**src/rtl/memory_round_ctrl_pkg.sv**
```systemverilog
// Shared types and defaults for the memory game round controller.
// Holds the FSM state encoding, key width and show-length helper.
package game_pkg;

  localparam int unsigned KEY_W = 4;

  localparam int unsigned DEF_SHOW_CYCLES   = 32'd500_000_000;
  localparam int unsigned DEF_SHOW_DEC      = 32'd50_000_000;
  localparam int unsigned DEF_MIN_SHOW      = 32'd100_000_000;
  localparam int unsigned DEF_INPUT_TIMEOUT = 32'd1_000_000_000;
  localparam int unsigned DEF_MAX_LEVEL     = 8;

  typedef enum logic [2:0] {
    ST_IDLE,
    ST_LOAD,
    ST_LATCH,
    ST_SHOW,
    ST_INPUT,
    ST_CHECK,
    ST_FAIL,
    ST_WIN
  } state_e;

  // Show length shrinks per level but never drops below the floor; the
  // reduction is checked against the base first so the subtract cannot wrap.
  function automatic logic [31:0] show_len(input logic [31:0] lvl,
                                           input logic [31:0] base,
                                           input logic [31:0] dec,
                                           input logic [31:0] floor_len);
    logic [31:0] red;
    red = lvl * dec;
    if (red >= base || (base - red) < floor_len) return floor_len;
    return base - red;
  endfunction

endpackage

```
**src/rtl/memory_round_ctrl_phase_timer.sv**
```systemverilog
// Loadable 32-bit down counter; done is high while the count is zero.
// Used for both the show phase and the input idle window.
module phase_timer (
  input  logic        clk_i,
  input  logic        rst_i,
  input  logic        clr_i,
  input  logic        load_i,
  input  logic [31:0] load_val_i,
  input  logic        dec_i,
  output logic        done_o
);

  logic [31:0] cnt_q;

  always_ff @(posedge clk_i) begin
    if (rst_i || clr_i)              cnt_q <= '0;
    else if (load_i)                 cnt_q <= load_val_i;
    else if (dec_i && cnt_q != '0)   cnt_q <= cnt_q - 32'd1;
  end

  assign done_o = (cnt_q == '0);

endmodule

```
**src/rtl/memory_round_ctrl.sv**
```systemverilog
// Multi-level round controller for the keypad memorization game.
// Optional MEMORY_BACKSPACE_EN makes BACKSPACE_CODE delete the last digit.
module memory_round_ctrl
  import game_pkg::*;
#(
  parameter int unsigned DIGITS         = 4,
  parameter int unsigned SHOW_CYCLES    = DEF_SHOW_CYCLES,
  parameter int unsigned SHOW_DEC       = DEF_SHOW_DEC,
  parameter int unsigned MIN_SHOW       = DEF_MIN_SHOW,
  parameter int unsigned INPUT_TIMEOUT  = DEF_INPUT_TIMEOUT,
  parameter int unsigned MAX_LEVEL      = DEF_MAX_LEVEL,
  parameter logic [3:0]  BACKSPACE_CODE = 4'hE
) (
  input  logic                           clk,
  input  logic                           rst,
  input  logic                           start,
  input  logic [4*DIGITS-1:0]            target,
  input  logic                           key_valid,
  input  logic [3:0]                     key_value,
  output logic                           new_target,
  output logic                           show,
  output logic [4*DIGITS-1:0]            entry,
  output logic [$clog2(DIGITS+1)-1:0]    entry_count,
  output logic                           pass,
  output logic                           fail,
  output logic                           win,
  output logic [$clog2(MAX_LEVEL+1)-1:0] level,
  output logic                           busy
);

  localparam int unsigned EW = KEY_W * DIGITS;
  localparam int unsigned CW = $clog2(DIGITS + 1);
  localparam int unsigned LW = $clog2(MAX_LEVEL + 1);
  localparam logic [CW-1:0] DIG_C    = CW'(DIGITS);
  localparam logic [LW-1:0] LAST_LVL = LW'(MAX_LEVEL - 1);

`ifdef MEMORY_BACKSPACE_EN
  localparam bit BS_EN = 1'b1;
`else
  localparam bit BS_EN = 1'b0;
`endif

  state_e        state_q;
  logic [EW-1:0] target_q, entry_q;
  logic [CW-1:0] cnt_q;
  logic [LW-1:0] level_q;
  logic          new_target_q, show_q, pass_q, fail_q, win_q, busy_q;

  logic          is_bs, show_done, idle_done, tmr_clr;
  logic [31:0]   show_ld_val;

  assign is_bs       = BS_EN && (key_value == BACKSPACE_CODE);
  assign tmr_clr     = (state_q == ST_IDLE) || (state_q == ST_FAIL) || (state_q == ST_WIN);
  assign show_ld_val = show_len(32'(level_q), SHOW_CYCLES, SHOW_DEC, MIN_SHOW) - 32'd1;

  phase_timer u_show_tmr (
    .clk_i      (clk),
    .rst_i      (rst),
    .clr_i      (tmr_clr),
    .load_i     (state_q == ST_LATCH),
    .load_val_i (show_ld_val),
    .dec_i      (state_q == ST_SHOW),
    .done_o     (show_done)
  );

  // Reloaded on entry to INPUT and on every key, so it measures idle time only.
  phase_timer u_idle_tmr (
    .clk_i      (clk),
    .rst_i      (rst),
    .clr_i      (tmr_clr),
    .load_i     ((state_q == ST_SHOW && show_done) || (state_q == ST_INPUT && key_valid)),
    .load_val_i (32'(INPUT_TIMEOUT - 1)),
    .dec_i      (state_q == ST_INPUT),
    .done_o     (idle_done)
  );

  always_ff @(posedge clk) begin
    if (rst) begin
      state_q      <= ST_IDLE;
      target_q     <= '0;
      entry_q      <= '0;
      cnt_q        <= '0;
      level_q      <= '0;
      new_target_q <= 1'b0;
      show_q       <= 1'b0;
      pass_q       <= 1'b0;
      fail_q       <= 1'b0;
      win_q        <= 1'b0;
      busy_q       <= 1'b0;
    end else begin
      new_target_q <= 1'b0;
      pass_q       <= 1'b0;
      case (state_q)
        ST_IDLE: if (start) begin
          state_q      <= ST_LOAD;
          new_target_q <= 1'b1;
          busy_q       <= 1'b1;
        end
        ST_LOAD: state_q <= ST_LATCH;
        ST_LATCH: begin
          target_q <= target;
          entry_q  <= '0;
          cnt_q    <= '0;
          show_q   <= 1'b1;
          state_q  <= ST_SHOW;
        end
        ST_SHOW: if (show_done) begin
          show_q  <= 1'b0;
          state_q <= ST_INPUT;
        end
        ST_INPUT: begin
          if (cnt_q == DIG_C) begin
            state_q <= ST_CHECK;
          end else if (key_valid) begin
            if (is_bs) begin
              if (cnt_q != '0) begin
                entry_q <= entry_q >> KEY_W;
                cnt_q   <= cnt_q - CW'(1);
              end
            end else begin
              entry_q <= {entry_q[EW-KEY_W-1:0], key_value};
              cnt_q   <= cnt_q + CW'(1);
            end
          end else if (idle_done) begin
            state_q <= ST_FAIL;
            fail_q  <= 1'b1;
            busy_q  <= 1'b0;
          end
        end
        ST_CHECK: begin
          if (entry_q == target_q) begin
            pass_q <= 1'b1;
            if (level_q == LAST_LVL) begin
              state_q <= ST_WIN;
              win_q   <= 1'b1;
              busy_q  <= 1'b0;
            end else begin
              level_q      <= level_q + LW'(1);
              state_q      <= ST_LOAD;
              new_target_q <= 1'b1;
            end
          end else begin
            state_q <= ST_FAIL;
            fail_q  <= 1'b1;
            busy_q  <= 1'b0;
          end
        end
        ST_FAIL, ST_WIN: if (start) begin
          level_q      <= '0;
          fail_q       <= 1'b0;
          win_q        <= 1'b0;
          state_q      <= ST_LOAD;
          new_target_q <= 1'b1;
          busy_q       <= 1'b1;
        end
        default: state_q <= ST_IDLE;
      endcase
    end
  end

  assign new_target  = new_target_q;
  assign show        = show_q;
  assign entry       = entry_q;
  assign entry_count = cnt_q;
  assign pass        = pass_q;
  assign fail        = fail_q;
  assign win         = win_q;
  assign level       = level_q;
  assign busy        = busy_q;

endmodule
```
**config.mk**
```make
export PLATFORM = sky130hd
export DESIGN_NAME = memory_round_ctrl
export DESIGN_NICKNAME = d
export VERILOG_FILES = /design/src/rtl/memory_round_ctrl_pkg.sv /design/src/rtl/memory_round_ctrl_phase_timer.sv /design/src/rtl/memory_round_ctrl.sv
export SDC_FILE = /design/constraint.sdc
export NUM_CORES = 1
export LEC_CHECK = 0
export CAP_MARGIN = 20
export CORE_UTILIZATION = 30
export CTS_CLUSTER_DIAMETER = 200
export DETAILED_ROUTE_END_ITERATION = 10
export MAX_ROUTING_LAYER = met4
export SLEW_MARGIN = 30
export SYNTH_ARGS = -nofsm -noshare
export SYNTH_HDL_FRONTEND = slang
export SYNTH_SLANG_ARGS = --single-unit
```
**constraint.sdc**
```tcl
create_clock -name clk -period 9.3 [get_ports clk]
set_input_delay 1.86 -clock clk [delete_from_list [all_inputs] [get_ports clk]]
set_output_delay 1.86 -clock clk [all_outputs]
set_load 0.03 [all_outputs]
```
Yosys cells after proc, flatten, opt, wreduce, memory -nomap -nowiden --
Cells that the tools add are included.
Storage, ports and cells: flip-flop bits (word level) 112
Cells by class: multipliers 1, add/sub/neg operators 6, reductions and logical operators 32, bitwise operators 1, equality and inequality tests 24, mux-type cells 48, $lt $le $gt $ge 2
Operators by type and width (number):
- $mux 32 | 4
- $sub 32x1->32 const B | 3
- $logic_not 32->1 | 2
- $reduce_bool 32->1 | 2
- $mux 30 | 2
- $lt 32x27->1 const B | 1
- $mux 16 | 2
- $pmux 16 s2 | 1
- $sub 29x30->31 const A | 1
- $ge 30x29->1 const B | 1
- $mux 3 | 9
- $mul 4x19->23 const B | 1
- $ne 2x2->1 const B | 10
- $mux 1 | 19
- $pmux 3 s6 | 1
- $eq 16x16->1 | 1
- $eq 3x3->1 const B | 5
- $mux 4 | 3
- $reduce_and 4->1 | 3
- $reduce_and 6->1 | 2
- $reduce_bool 2->1 | 5
- $ne 3x3->1 const B | 3
- $pmux 4 s2 | 1
- $eq 3x2->1 const B | 2
- other kinds (17) | 30

Logic depth before layout (Yosys ltp) --
depth after elaboration 8, depth in mapped cells 23, mapped depth without buffers 19

Modules after synthesis --
A second synthesis with hierarchy kept.
Second synthesis, totals: cells, all modules 1088, area total of the unflattened synthesis 8587.0 µm²
By module, submodules not included:
- memory_round_ctrl | seq. area each 960.9 µm², cells an instance 590, area an instance 4655.7 µm², instances 1
- phase_timer | seq. area each 640.6 µm², cells an instance 249, area an instance 1965.6 µm², instances 2

Worst setup path after synthesis --
Ideal clock, no wire load.
path type register to register, start point register level_q[2], in the netlist level[2], end point register u_show_tmr.cnt_q[29], arrival 6.265 ns, setup slack 2.965 ns, library setup time 0.070 ns, stages on the path, launching flop included 23, buffers on the path 3, cells stage by stage dfxtp_1 -> inv_1 -> fa_1 -> fa_1 -> inv_1 -> fa_1 -> buf_2 -> a211oi_2 -> nor2_1 -> nor4_4 -> nand4_1 -> a2111o_1 -> a31oi_1 -> a32oi_1 -> and4_1 -> buf_6 -> and2_1 -> buf_6 -> o32a_4 -> nor4_4 -> nand4_4 -> or3b_1 -> a21oi_1
Between the ends: cells in the longest elaborated chain, start to end 8
RTL lines:
- from (decl) | RTL line memory_round_ctrl.sv:46 | logic [LW-1:0] level_q;
- from (signal assigned) | RTL line memory_round_ctrl.sv:138 | level_q <= level_q + LW'(1);
- $mul 4x19->23 * | RTL line memory_round_ctrl_pkg.sv:31 | red = lvl * dec;
- $sub 29x30->31 | RTL line memory_round_ctrl_pkg.sv:32, memory_round_ctrl_pkg.sv:33
- $lt 32x27->1 | RTL line memory_round_ctrl_pkg.sv:32 | if (red >= base || (base - red) < floor_len) return floor_len;
- $logic_or 1x1->1 | RTL line memory_round_ctrl_pkg.sv:32
- $mux 1 | RTL line memory_round_ctrl_pkg.sv:32
- $mux 32 * | RTL line memory_round_ctrl_pkg.sv:33 | return base - red;
- $sub 32x1->32 * | RTL line memory_round_ctrl.sv:54 | assign show_ld_val = show_len(32'(level_q), SHOW_CYCLES, SHOW_DEC, MIN_SHOW) - 32'd1;
- $mux 32 * | RTL line memory_round_ctrl_phase_timer.sv:17 | else if (load_i) cnt_q <= load_val_i;
- to (signal assigned) | RTL line memory_round_ctrl_phase_timer.sv:17
- to (signal assigned) | RTL line memory_round_ctrl_phase_timer.sv:18 | else if (dec_i && cnt_q != '0) cnt_q <= cnt_q - 32'd1;
- to (decl) | RTL line memory_round_ctrl_phase_timer.sv:13 | logic [31:0] cnt_q;
Every way passes the cells marked *; elsewhere a longest branch is shown, timed or not. A chain may end at the register's enable or synchronous reset.

Worst setup path after layout --
start point register level_q[3], in the netlist level[3], end point register u_show_tmr.cnt_q[29]
Same word-level chain as after synthesis.

==> summary.txt <==
Run status
  – Status: finished, final reports clean

Power
  – Switch Pwr: 979.3 µW
  – Sw frac: 44.94%
  – Lkg Pwr: 3.119 nW
  – Pwr/cell area: 247.5 nW/µm²
  – Clock power frac: 20.1%
  – Pwr Total: 2.179 mW
  – Flop pwr share: 28.6%
  – VDD IR-drop max: 0.1371 mV
  – Logic pwr share: 51.3%
  – P_int: 1.200 mW

Detailed routing
  – Router iterations before antenna repair: 5
  – Wire length per cell: 15.26 µm
  – Vias per Instance: 5.347
  – Remaining antenna violation count after routing: 0
  – WL final: 20.34 mm
  – 1st-iter DRT viols: 536
  – Vias: 7,127
  – # DRC: 0

Finish
  – Final net count: 1,061
  – ANT cells: 0
  – Fillers: 2,598
  – Share of cells above drive strength 1: 6.381%
  – Finished layout cell area: 8803 µm²
  – Sequential standard cell area: 2242 µm²
  – Post-Route Utilization: 34.96%
  – Multi-input logic area: 5130 µm²
  – Area growth syn-to-layout: 14.17%

Global routing
  – Grt ovf: 0
  – GRT busiest layer: met2
  – Initial antenna violation count: 0
  – Pin count of the biggest net entering global routing: 68
  – Vias in the first global route: 6,544
  – Gr usage total: 16.07%
  – Met2 GRT Util: 24.92%
  – GR Layer Usage met1: 22.39%
  – Met3 Use GR: 2.196%
  – First-pass GRT wire length: 33.69 mm

Timing
  – Setup-failing EPs final: 0
  – Fin Clk Skew: 0.01310 ns
  – RSZ-0062 raised after global routing: no
  – Final worst-path cycle share: 72.81%
  – Least-Margin Pin Slew: 0.8141 ns
  – Max transition margin: 45.53%
  – Hold slack: 0.4697 ns
  – Peak Freq: 0.1477 GHz
  – Final Critical Period: 6.771 ns
  – Final Slew Violations: 0
  – Setup TNS: 0 ns
  – Final hold violations: 0

Placement
  – IO buf count: 52
  – Routability Congestion: 0.9334
  – Area after DPL: 8463 µm²
  – Final HPWL from detailed placement: 14.88 mm

Worst setup path
  – Crit path capture: u_show_tmr.cnt_q[29]
  – Critical path's top delay family: simple AND/OR/NAND/NOR gates
  – End of the worst register-to-register path: u_show_tmr.cnt_q[29]
  – WS Path Type: register to register
  – Worst Path Arrival: 7.06 ns
  – Critical path endpoint category: register
  – Crit. Startpoint: level[3]
  – CP required: 9.58 ns
  – WP buf/inv: 2
  – Nature of the critical path startpoint: register
  – Critical path, cell by cell: inv_1 > fa_1 > fa_1 > inv_1 > fa_1 > a211oi_2 > nor2_1 > nor4_4 > nand4_1 > a2111o_1 > a211o_1 > a32oi_1 > and4_1 > nand2_2 > a32o_1 > nor4_4 > nand4_4 > or3b_1 > a21oi_1
  – Worst path slowest cell: dfxtp_1
  – Worst R2R Start: level[3]
  – CP Max Fanout: 11
  – Register-to-Register Setup Slack: 2.53 ns
  – Most numerous cell on the critical path: fa_1
  – CP Depth: 19
  – Critical Path Max Stage Delay: 0.60 ns
  – R2R cell count: 19

Yosys
  – Top post-synthesis cells by count: 119 x nand2_1, 112 x dfxtp_1, 109 x a21oi_1
  – Syn nets: 1,044
  – Post-synthesis sequential area ratio: 29.08%
  – Mapped Avg Cell Area: 7.860 µm²
  – Count leader, synth: nand2_1
  – Cell taking the most area after synthesis: dfxtp_1
  – Ys flop type: dfxtp_1
  – Synthesis-stage register bit count: 112
  – Mapped Cells: 981
  – Post-synth EDFFs: 0
  – Synth top area cells: dfxtp_1 29%, a21oi_1 7.1%, xnor2_1 6.7%
  – Post-synth top area share: 29.08%
  – Syn Std Cell Area: 7711 µm²
  – Asr flop ratio synth: 0%
  – Synth unique cells: 90
  – Syn. warnings: 0

Clocking
  – Clock tree buffer depth: 2
  – Num Clock Sinks: 112
  – Total CTS buffers: 9
  – Cts repair resizes: 0
  – Later-pin clock latency in the skew report: 0.35 ns
  – Root Buffer: clkbuf_16
  – CTS tree: done
  – Hold-fix buffers, CTS: 0
  – H-tree Lvls: 3
  – Clk pin slew, worst setup/hold paths: 0.08 ns
  – Number of setup buffers added after CTS: 0

Floorplan
  – Starting Density: 30.62%
  – Die area: 26,350 µm²
  – Placeable Area: 25,180 µm²
  – Ports: 53
  – Rows: 58
  – Die W: 162.3 µm
  – Die height: 162.3 µm

Flow run
  – Max Cap Viol: 0

Min path
  – Hold wc startpoint: target_q[0]
  – Min-Delay Path Class: register to register
-- worst min-delay path by stage --
| stage | to | slack [ns] | cells past startpoint |
|---|---|---|---|
| final | target_q[0] | 0.47 | 2 |
| after global routing | target_q[0] | 0.49 | 2 |
| after CTS | target_q[0] | 0.47 | 2 |
| after detailed placement | target_q[0] | 0.46 | 2 |
| after global placement | target_q[0] | 0.45 | 2 |
| after floorplan | target_q[14] | 0.45 | 2 |
-- cell families after synthesis --
| kind of cell | after synthesis | synth area share (%) |
|---|---|---|
| flops | 112 | 29.08 |
| xor+xnor | 83 | 9.525 |
| fa+ha+maj | 39 | 7.107 |
| compound gates | 256 | 22.33 |
| simple gates | 406 | 26.69 |
| buf+inv | 79 | 4.478 |
| mux | 6 | 0.7951 |
-- flip-flops by register name, summed over array words and instances (netlist names) --
| name | flops |
|---|---|
| target_q | 16 |
| level | 4 |
| entry | 16 |
| u_idle_tmr.cnt_q | 32 |
| u_show_tmr.cnt_q | 32 |
| new_target | 1 |
| busy | 1 |
| win | 1 |
| pass | 1 |
| fail | 1 |
| state_q | 3 |
| show | 1 |
| entry_count | 3 |
-- metal layers --
| layer | part of all wire, % | up-vias |
|---|---|---|
| li1 | - | 3575 |
| met1 | 50 | 3397 |
| met2 | 46 | 142 |
| met3 | 3.5 | 13 |
| met4 | 0.80 | 0 |
| met5 | 0 | - |
-- cell type report --
| type | instances | area share, % |
|---|---|---|
| well taps | 330 | 4.690 |
| inverters | 24 | 1.023 |
| clock inverters | 6 | 1.151 |
| flip-flops and latches | 112 | 25.47 |
| multi-input cells | 790 | 58.27 |
| repair buffers | 61 | 6.680 |
| clock buffers | 10 | 2.715 |
-- metrics by stage --
step | worst slack [ns] | cells
after floorplan | 2.965 | 981
after detailed placement | 2.604 | 1317
after global routing | 2.031 | 1333
after CTS | 2.553 | 1333
final | 2.529 | 1333
after global placement | 2.787 | 1317
-- worst min-delay path, cell delays in order, from the launching register on --
cell,delay (ns)
dfxtp_1,0.32
nand2_1,0.05
a21oi_1,0.05
-- power groups by stage --
stage,sequential (mW),combinational [mW],clock (mW)
after floorplan,0.619,0.853,0
after global placement,0.632,1.11,0
after detailed placement,0.632,1.11,0
after CTS,0.622,1.11,0.448
after global routing,0.636,1.24,0.467
final,0.624,1.12,0.438
-- cell usage in the layout, fill, tap and decap left out, types with 13 or more instances in the layout --
cell,n
nand2_1,119
and2_1,13
a21oi_1,109
nand3_1,41
o21ai_0,32
ha_1,31
xor2_1,23
clkdlybuf4s50_1,52
nor3_1,27
nor2_1,95
nor4_1,18
dfxtp_1,112
inv_1,24
a31oi_1,19
xnor2_1,59
a211oi_1,16
Power figures use the tool's default switching activity.
